==> src/rtl/keypad_pkg.sv <==
// Shared keypad definitions: key codes, the 4x4 code map and scanner state encoding.
package keypad_pkg;

    localparam logic [4:0] KEY_PWR  = 5'd10;
    localparam logic [4:0] KEY_STB  = 5'd13;
    localparam logic [4:0] KEY_NO   = 5'd14;
    localparam logic [4:0] KEY_YES  = 5'd15;
    localparam logic [4:0] KEY_NONE = 5'd31;

    typedef enum logic [1:0] {
        StScan,
        StDbPress,
        StHeld,
        StDbRel
    } scan_state_e;

    // Code for the key at (row, col) on the membrane keypad.
    function automatic logic [4:0] key_code(input logic [1:0] row, input logic [1:0] col);
        logic [4:0] code;
        unique case ({row, col})
            4'h0: code = 5'd1;
            4'h1: code = 5'd2;
            4'h2: code = 5'd3;
            4'h3: code = KEY_PWR;   // A
            4'h4: code = 5'd4;
            4'h5: code = 5'd5;
            4'h6: code = 5'd6;
            4'h7: code = 5'd11;     // B
            4'h8: code = 5'd7;
            4'h9: code = 5'd8;
            4'hA: code = 5'd9;
            4'hB: code = 5'd12;     // C
            4'hC: code = KEY_NO;    // *
            4'hD: code = 5'd0;
            4'hE: code = KEY_YES;   // #
            4'hF: code = KEY_STB;   // D
            default: code = KEY_NONE;
        endcase
        return code;
    endfunction

    // Index of the lowest-numbered low (active) row; only meaningful when some row is low.
    function automatic logic [1:0] lowest_low(input logic [3:0] rows);
        logic [1:0] idx;
        idx = 2'd3;
        for (int i = 3; i >= 0; i--) begin
            if (!rows[i]) idx = 2'(i);
        end
        return idx;
    endfunction

endpackage

==> src/rtl/sync_2ff.sv <==
// Two-flop synchronizer for asynchronous level inputs; resets to all-ones (idle rows).
module sync_2ff #(
    parameter int unsigned WIDTH = 4
) (
    input  logic             i_clk,
    input  logic             i_rst_n,
    input  logic [WIDTH-1:0] i_d,
    output logic [WIDTH-1:0] o_q
);

    logic [WIDTH-1:0] r_meta;
    logic [WIDTH-1:0] r_sync;

    // Two-stage capture to resolve metastability.
    always_ff @(posedge i_clk or negedge i_rst_n) begin
        if (!i_rst_n) begin
            r_meta <= '1;
            r_sync <= '1;
        end else begin
            r_meta <= i_d;
            r_sync <= r_meta;
        end
    end

    assign o_q = r_sync;

endmodule

==> src/rtl/keypad_scanner.sv <==
// 4x4 keypad scanner: column drive, row sync, press/release debounce and key decode.
module keypad_scanner
    import keypad_pkg::*;
#(
    parameter int unsigned SCAN_DIV   = 27000,
    parameter int unsigned DEBOUNCE_N = 20
) (
    input  logic       clk,
    input  logic       rst_n,
    input  logic [3:0] row_in,
    output logic [3:0] col_out,
    output logic       keypad_pressed,
    output logic [4:0] key,
    output logic       key_valid
);

    localparam int unsigned DW = $clog2(SCAN_DIV);
    localparam int unsigned MW = $clog2(DEBOUNCE_N + 1);
    localparam logic [DW-1:0] DWELL_LAST = DW'(SCAN_DIV - 1);
    localparam logic [MW-1:0] MATCH_DONE = MW'(DEBOUNCE_N);

    scan_state_e r_state;
    scan_state_e w_state_d;
    logic [DW-1:0] r_dwell;
    logic [MW-1:0] r_match;
    logic [MW-1:0] w_match_d;
    logic [MW-1:0] w_match_inc;
    logic [1:0]    r_col;
    logic [1:0]    w_col_next;
    logic [3:0]    r_col_out;
    logic [1:0]    r_row;
    logic [1:0]    w_row_d;
    logic          r_key_valid;
    logic          w_advance;
    logic          w_sample;
    logic          w_any_low;
    logic [1:0]    w_low_row;
    logic [3:0]    w_rows;

    sync_2ff #(
        .WIDTH (4)
    ) u_row_sync (
        .i_clk   (clk),
        .i_rst_n (rst_n),
        .i_d     (row_in),
        .o_q     (w_rows)
    );

    assign w_sample    = (r_dwell == DWELL_LAST);
    assign w_any_low   = ~&w_rows;
    assign w_low_row   = lowest_low(w_rows);
    assign w_match_inc = r_match + 1'b1;
    assign w_col_next  = r_col + 2'd1;

    // State register.
    always_ff @(posedge clk or negedge rst_n) begin
        if (!rst_n) begin
            r_state <= StScan;
        end else begin
            r_state <= w_state_d;
        end
    end

    // Next-state and match-count decisions, taken only on the last dwell cycle.
    always_comb begin
        w_state_d = r_state;
        w_match_d = r_match;
        w_row_d   = r_row;
        w_advance = 1'b0;
        if (w_sample) begin
            unique case (r_state)
                StScan: begin
                    if (w_any_low) begin
                        w_row_d   = w_low_row;
                        w_match_d = MW'(1);
                        w_state_d = StDbPress;
                    end else begin
                        w_advance = 1'b1;
                    end
                end
                StDbPress: begin
                    if (!w_any_low) begin
                        w_match_d = '0;
                        w_state_d = StScan;
                        w_advance = 1'b1;
                    end else if (w_low_row == r_row) begin
                        if (w_match_inc == MATCH_DONE) begin
                            w_match_d = '0;
                            w_state_d = StHeld;
                        end else begin
                            w_match_d = w_match_inc;
                        end
                    end else begin
                        // A different row took over: restart debounce on it.
                        w_row_d   = w_low_row;
                        w_match_d = MW'(1);
                    end
                end
                StHeld: begin
                    if (!w_any_low) begin
                        w_match_d = MW'(1);
                        w_state_d = StDbRel;
                    end
                end
                StDbRel: begin
                    if (w_any_low) begin
                        w_match_d = '0;
                        w_state_d = StHeld;
                    end else if (w_match_inc == MATCH_DONE) begin
                        w_match_d = '0;
                        w_state_d = StScan;
                        w_advance = 1'b1;
                    end else begin
                        w_match_d = w_match_inc;
                    end
                end
                default: begin
                    w_match_d = '0;
                    w_state_d = StScan;
                end
            endcase
        end
    end

    // Dwell timer, column drive, candidate row, match count and the press pulse.
    always_ff @(posedge clk or negedge rst_n) begin
        if (!rst_n) begin
            r_dwell     <= '0;
            r_match     <= '0;
            r_col       <= 2'd0;
            r_col_out   <= 4'b1110;
            r_row       <= 2'd0;
            r_key_valid <= 1'b0;
        end else begin
            r_dwell     <= w_sample ? '0 : r_dwell + 1'b1;
            r_match     <= w_match_d;
            r_row       <= w_row_d;
            r_key_valid <= (r_state == StDbPress) && (w_state_d == StHeld);
            if (w_advance) begin
                r_col     <= w_col_next;
                r_col_out <= ~(4'b0001 << w_col_next);
            end
        end
    end

    // Outputs decoded from registered state; a held key stays reported through release debounce.
    always_comb begin
        keypad_pressed = (r_state == StHeld) || (r_state == StDbRel);
        key            = keypad_pressed ? key_code(r_row, r_col) : KEY_NONE;
        key_valid      = r_key_valid;
        col_out        = r_col_out;
    end

endmodule

==> config.mk <==
export PLATFORM = sky130hd
export DESIGN_NAME = keypad_scanner
export DESIGN_NICKNAME = d
export VERILOG_FILES = /design/src/rtl/keypad_pkg.sv /design/src/rtl/sync_2ff.sv /design/src/rtl/keypad_scanner.sv
export SDC_FILE = /design/constraint.sdc
export NUM_CORES = 1
export LEC_CHECK = 0
export ABC_AREA = 1
export CORE_MARGIN = 2
export CORE_UTILIZATION = 50
export DETAILED_ROUTE_END_ITERATION = 6
export GPL_ROUTABILITY_DRIVEN = 0
export HOLD_SLACK_MARGIN = 0.05
export PLACE_DENSITY_LB_ADDON = 0.2
export SYNTH_ARGS = -nofsm -noshare
export SYNTH_HDL_FRONTEND = slang
export SYNTH_HIERARCHICAL = 1
export SYNTH_SLANG_ARGS = --single-unit
==> constraint.sdc <==
create_clock -name clk -period 1.6 [get_ports clk]
set_clock_uncertainty 0.1 [all_clocks]
set_input_delay 0.32 -clock clk [delete_from_list [all_inputs] [get_ports clk]]
set_output_delay 0.32 -clock clk [all_outputs]
set_load 0.02 [all_outputs]
Word level (Yosys, flattened, before mapping)
Memory sizes are Yosys's and may differ from the RTL's.
Index checks and enable logic that the tools add are counted.
- logic and storage cells: 64
- memory bits (read-only): 64
- memories: 1
- input bits: 6
- bits in registers: 39
- output and inout port bits: 11
- equal/unequal tests: 11
- muxes and demuxes: 30
- reduce and logical (&&, ||, !) cells: 8
- shift-type cells: 1
- $add $sub $neg: 3
- bitwise operators: 1
- memory list (memory ; words ; bits a word ; read ports ; clocked after Yosys merged registers in ; write ports ; RTL line ; RTL):
    (no name shown) ; 16 ; 4 ; 1 ; 0 ; 0 ; keypad_pkg.sv:20 ; unique case ({row, col})
- operators with widths (kind ; count):
    $mux W5 ; 7
    $mux W2 ; 13
    $pmux W5 S4 ; 1
    $add A15 B1 Y15 const B ; 1
    $eq A15 B15 Y1 const B ; 1
    $mux W15 ; 1
    $ne A2 B2 Y1 const B ; 4
    $pmux W2 S4 ; 1
    $eq A2 B2 Y1 const B ; 3
    $add A5 B1 Y5 const B ; 1
    $eq A5 B5 Y1 const B ; 1
    $mux W1 ; 5
    $reduce_and A5 Y1 ; 1
    $not A4 Y4 ; 1
    $pmux W2 S2 ; 1
    $reduce_and A4 Y1 ; 1
    $shl A1 B2 Y4 const A ; 1
    $reduce_and A3 Y1 ; 1
    $add A2 B1 Y2 const B ; 1
    $eq A2 B1 Y1 const B ; 1
    $eq A2 B2 Y1 ; 1
    $logic_not A2 Y1 ; 1
    $pmux W1 S2 ; 1
    $reduce_bool A2 Y1 ; 1
    3 further kinds ; 3

Logic depth before layout (Yosys ltp)
- depth after elaboration: 10
- mapped depth: 10
- gate-level depth less buffers: 10

Hierarchy
The synthesis kept the hierarchy.
- modules (own cells, without submodules) (module ; instances ; area an instance (um^2) ; cells each ; sequential area each (um^2)):
    keypad_scanner ; 1 ; 1973.1 ; 253 ; 779.5
    sync_2ff ; 1 ; 210.2 ; 8 ; 210.2

Worst setup path before layout
Ideal clock, no wire load.
- path kind: register to output
- start point: register r_col[1]
- end point: output key[2]
- buffers on the path: 0
- required time: 1.180 ns
- arrival time: 1.472 ns
- setup slack: -0.292 ns
- cell stages (with the launch flop): 3
- cells stage by stage: dfrtp_1 > ha_1 > o311ai_0
- longest elaborated chain between the ends: 2
- ends and longest elaborated chain (what ; RTL line ; RTL):
    start, declared ; keypad_scanner.sv:28 ; logic [1:0] r_col;
    start signal, assigned ; keypad_scanner.sv:140 ; r_col <= w_col_next;
    $mem_v2 Z16 W4 ; - ;
    $mux W5 ; keypad_scanner.sv:149 ; key = keypad_pressed ? key_code(r_row, r_col) : KEY_NONE;
    end, declared ; keypad_scanner.sv:13 ; output logic [4:0] key,
Every way passes these cells.

Final worst setup path
- start point: register r_col[0]
- end point: output key[2]
Same word-level chain as after synthesis.

==> reports/results.tsv <==
stage	metric	value	unit
clocking	Skew-Pair Late Insertion Delay	0.29	ns
power_and_ir_drop	Lkg Pwr	1.517	nW
synth	sequential fraction of the synthesis area	45.33	%
detailed_routing	drt drc	0	
synth	fraction of synthesis flops using an asynchronous set or reset pin	100.0	%
synth	main area contributors after synthesis	dfrtp_1 32%, dfstp_2 13%, nand2_1 10%	
setup_path	kind of end point of the critical path	output port	
clocking	Max clock buf depth	2	
power_and_ir_drop	Flop pwr share	49.1	%
sta	final setup margin	-0.3189	ns
floorplan	number of placed I/O pins	17	
sta	Final period util	119.9	%
clocking	TritonCTS clock tree	yes	
setup_path	arrival time worst endpoint	1.50	ns
global_route	aggregate global routing overflow	0	
clocking	depth of the CTS H-tree	2	
synth	synthesized area per cell	8.365	um^2
setup_path	Worst EP required	1.18	ns
power_and_ir_drop	power dissipated by switching net loads	0.0003975	W
outcome	run status	complete, but fails checks	
final_layout	fin util	71.59	%
synth	number of enable flip-flop cells after synthesis	0	
detailed_routing	1st-pass router iterations	6	
setup_path	delay of the slowest cell on the worst path	0.40	ns
floorplan	number of core rows	24	
sta	slew at the pin with the worst max-slew slack	0.3448	ns
synth	flip-flop and latch count after synthesis	39	
final_layout	area of combinational cells with multiple inputs	1216	um^2
sta	fmax	521.1	MHz
power_and_ir_drop	relative contribution of combinational cells to total power	3.4	%
sta	number of hold-slack violations in the final timing report	0	
setup_path	Crit Path Class	flip-flop to output port	
setup_path	CP startpoint kind	flip-flop	
placed_design	Final HPWL DP	3193	um
hold_path	class of the most critical hold timing path	flip-flop to flip-flop	
clocking	clock-pin slew of the registers on the worst-case setup and hold paths	0.08	ns
final_layout	count of inserted antenna diode cells	0	
sta	worst hold slack	0.2574	ns
detailed_routing	vias post-DR	1907	
global_route	first-pass GRT wire length	7714	um
floorplan	die width	70.08	um
power_and_ir_drop	switching share of power	19.37	%
synth	Post-Syn Nets	275	
setup_path	sequence of cells on the critical path	inv_2 > ha_4 > nor2_1 > o21ai_1 > o311ai_2 > buf_4	
detailed_routing	remaining antenna violation count after routing	0	
sta	RSZ-0062 raised after global routing	true	
final_layout	proportion of layout cells with a drive suffix above 1	40.73	%
sta	tightest slew margin relative to the limit	77.01	%
floorplan	Initial Utilization	50.84	%
final_layout	number of fill cells	327	
setup_path	cell with the largest stage delay on the worst path	dfrtp_1	
run	max_cap viols	0	
synth	post-synthesis cell type with the largest combined area	dfrtp_1	
detailed_routing	number of violations reported at the end of detailed-routing iteration 0	86	
floorplan	Die Footprint	4911	um^2
global_route	maximum number of pins on one net before global-route repair	40	
detailed_routing	Total Routed Length	4800	um
synth	proportion of netlist area held by the largest area contributor	32.09	%
global_route	total track usage	19.90	%
sta	Slew Viols, Final	0	
floorplan	placeable core region	4294	um^2
power_and_ir_drop	cell internal pwr	0.001655	W
final_layout	number of standard cells in the final layout excluding fillers	381	
power_and_ir_drop	power per cell area	667.6	nW/um^2
power_and_ir_drop	worst IR drop on VDD	0.6280	mV
synth	number of library cell types mapped by synthesis	34	
floorplan	Die H	70.08	um
synth	netlist area before placement	2183	um^2
synth	Yosys Warn Count	6	
final_layout	layout overhead on the synthesized area	40.80	%
synth	Primary FF master, synth	dfrtp_1	
synth	post-synthesis cell count	261	
sta	total setup violations reported at the end of the flow	6	
outcome	failing checks	negative setup slack	
detailed_routing	per-cell via count in the routed design	5.005	
placed_design	number of port buffers	16	
clocking	clock buffer count from CTS	5	
detailed_routing	average detailed-routed wire length per instance	12.60	um
final_layout	net count of the finished layout	342	
power_and_ir_drop	Clock Power Share	47.5	%
placed_design	placed insts	361	
sta	time the final worst path needs with I/O delays and setup	1.919	ns
global_route	vias in the first global route	1797	
global_route	initial antenna violation count	0	
clocking	Sinks on Clock Net	39	
setup_path	critical path fanouts, max	3	
clocking	clock root buffer master	clkbuf_8	
power_and_ir_drop	total power	0.002052	W
final_layout	flip-flop and latch area	991.0	um^2
placed cells by master (no fill, tap or decap), types with 9 or more instances in the layout:
cell,count
a21oi_1,9
buf_4,46
dfrtp_1,27
dfstp_2,11
inv_1,28
nand2_1,50
nand2_2,9
nand3_1,11
nor2_1,27
o21ai_2,9
xor2_1,9
cell families (layout without fill, tap and decap cells):
logic type / count (synthesis) / count (layout) / synth area share [%]
buffers and inverters: 40 / 107 / 8.080
flip-flops: 39 / 39 / 45.33
adder cells (fa/ha/maj): 8 / 8 / 4.585
AO/OA/AOI/OAI: 31 / 31 / 8.768
AND/OR/NAND/NOR: 132 / 133 / 28.83
XOR/XNOR: 11 / 11 / 4.413
synth_stat cells, types with 2 or more instances:
cell type,n
xor2_1,9
nand2_1,60
nor2_8,2
nor2_2,4
inv_1,32
nand3_1,14
nor2_1,33
nand3_2,2
nor3_1,5
xnor2_1,2
ha_1,8
o21ai_0,9
o21ai_1,2
nand4_1,3
o211ai_1,3
a21oi_1,9
dfrtp_1,28
nor2_4,2
nand3b_1,2
nand2_2,2
buf_2,2
o21ai_2,6
dfstp_2,11
metal layers:
metal  up-vias  part of all wire [%]  track usage (%)
met3         8                   3.4            5.339
li1        963                     -                -
met1       898                    43            24.74
met2        38                    51            31.85
met5         -                     0                0
met4         0                   1.9            10.04
final timing paths:
kind	start	endpoint	slack (ns)	cells after the start
worst max-delay path	r_col[0]	key[2]	-0.32	6
worst min-delay path	u_row_sync/r_meta[0]	u_row_sync/o_q[0]	0.26	0
worst max register to register	r_dwell[0]	key_valid	-0.02	8
worst min register to register	u_row_sync/r_meta[0]	u_row_sync/o_q[0]	0.26	0
max in group asynchronous	rst_n	u_row_sync/o_q[1]	0.71	3
min in group asynchronous	rst_n	key_valid	0.43	3
critical path, delay by kind of cell, from the launching register on:
family	cells	cell delay, ns
AO/OA/AOI/OAI	2	0.25
adder cells (fa/ha/maj)	1	0.27
buffers and inverters	2	0.25
flip-flops	1	0.40
AND/OR/NAND/NOR	1	0.04
final cells by class:
class | count | area share [%]
Clock buffer | 5 | 2.239
Clock inverter | 3 | 2.198
Inverter | 34 | 4.396
Multi-Input combinational cell | 183 | 39.56
Sequential cell | 39 | 32.23
Tap cell | 52 | 2.116
Timing Repair Buffer | 65 | 17.26
through the flow:
step	instance area [um^2]	setup TNS (ns)	worst slack (ns)
after floorplan	2206	-0.02469	-0.02469
after global placement	2678	-1.448	-0.4248
after detailed placement	2678	-1.531	-0.4549
after CTS	2904	-1.076	-0.3101
after global routing	3074	-2.276	-0.3910
final	3074	-1.102	-0.3189
flip-flops by register name (all words and copies together), names as in the netlist:
signal             cells
col_out                4
key_valid              1
r_col                  2
r_dwell               15
r_match                5
r_row                  2
r_state                2
u_row_sync/o_q         4
u_row_sync/r_meta      4
power by group through the flow:
| stage | clock [W] | sequential, W | combinational [W] |
|---|---|---|---|
| final | 0.000975 | 0.00101 | 0.0000704 |
| after CTS | 0.000996 | 0.00101 | 0.0000677 |
| after global routing | 0.00104 | 0.00101 | 0.0000803 |
| after detailed placement | 0 | 0.00103 | 0.0000642 |
| after global placement | 0 | 0.00103 | 0.0000640 |
| after floorplan | 0 | 0.00103 | 0.0000168 |
repair_timing:
item	CTS	global route
endpoints found under the setup margin	21	30
gates cloned	1	0
buffers inserted	6	4
hold endpoints to repair	28	0
resized for setup	43	44
pin swaps	11	15
hold buffers	1	0
(Power assumes the default switching activity.)
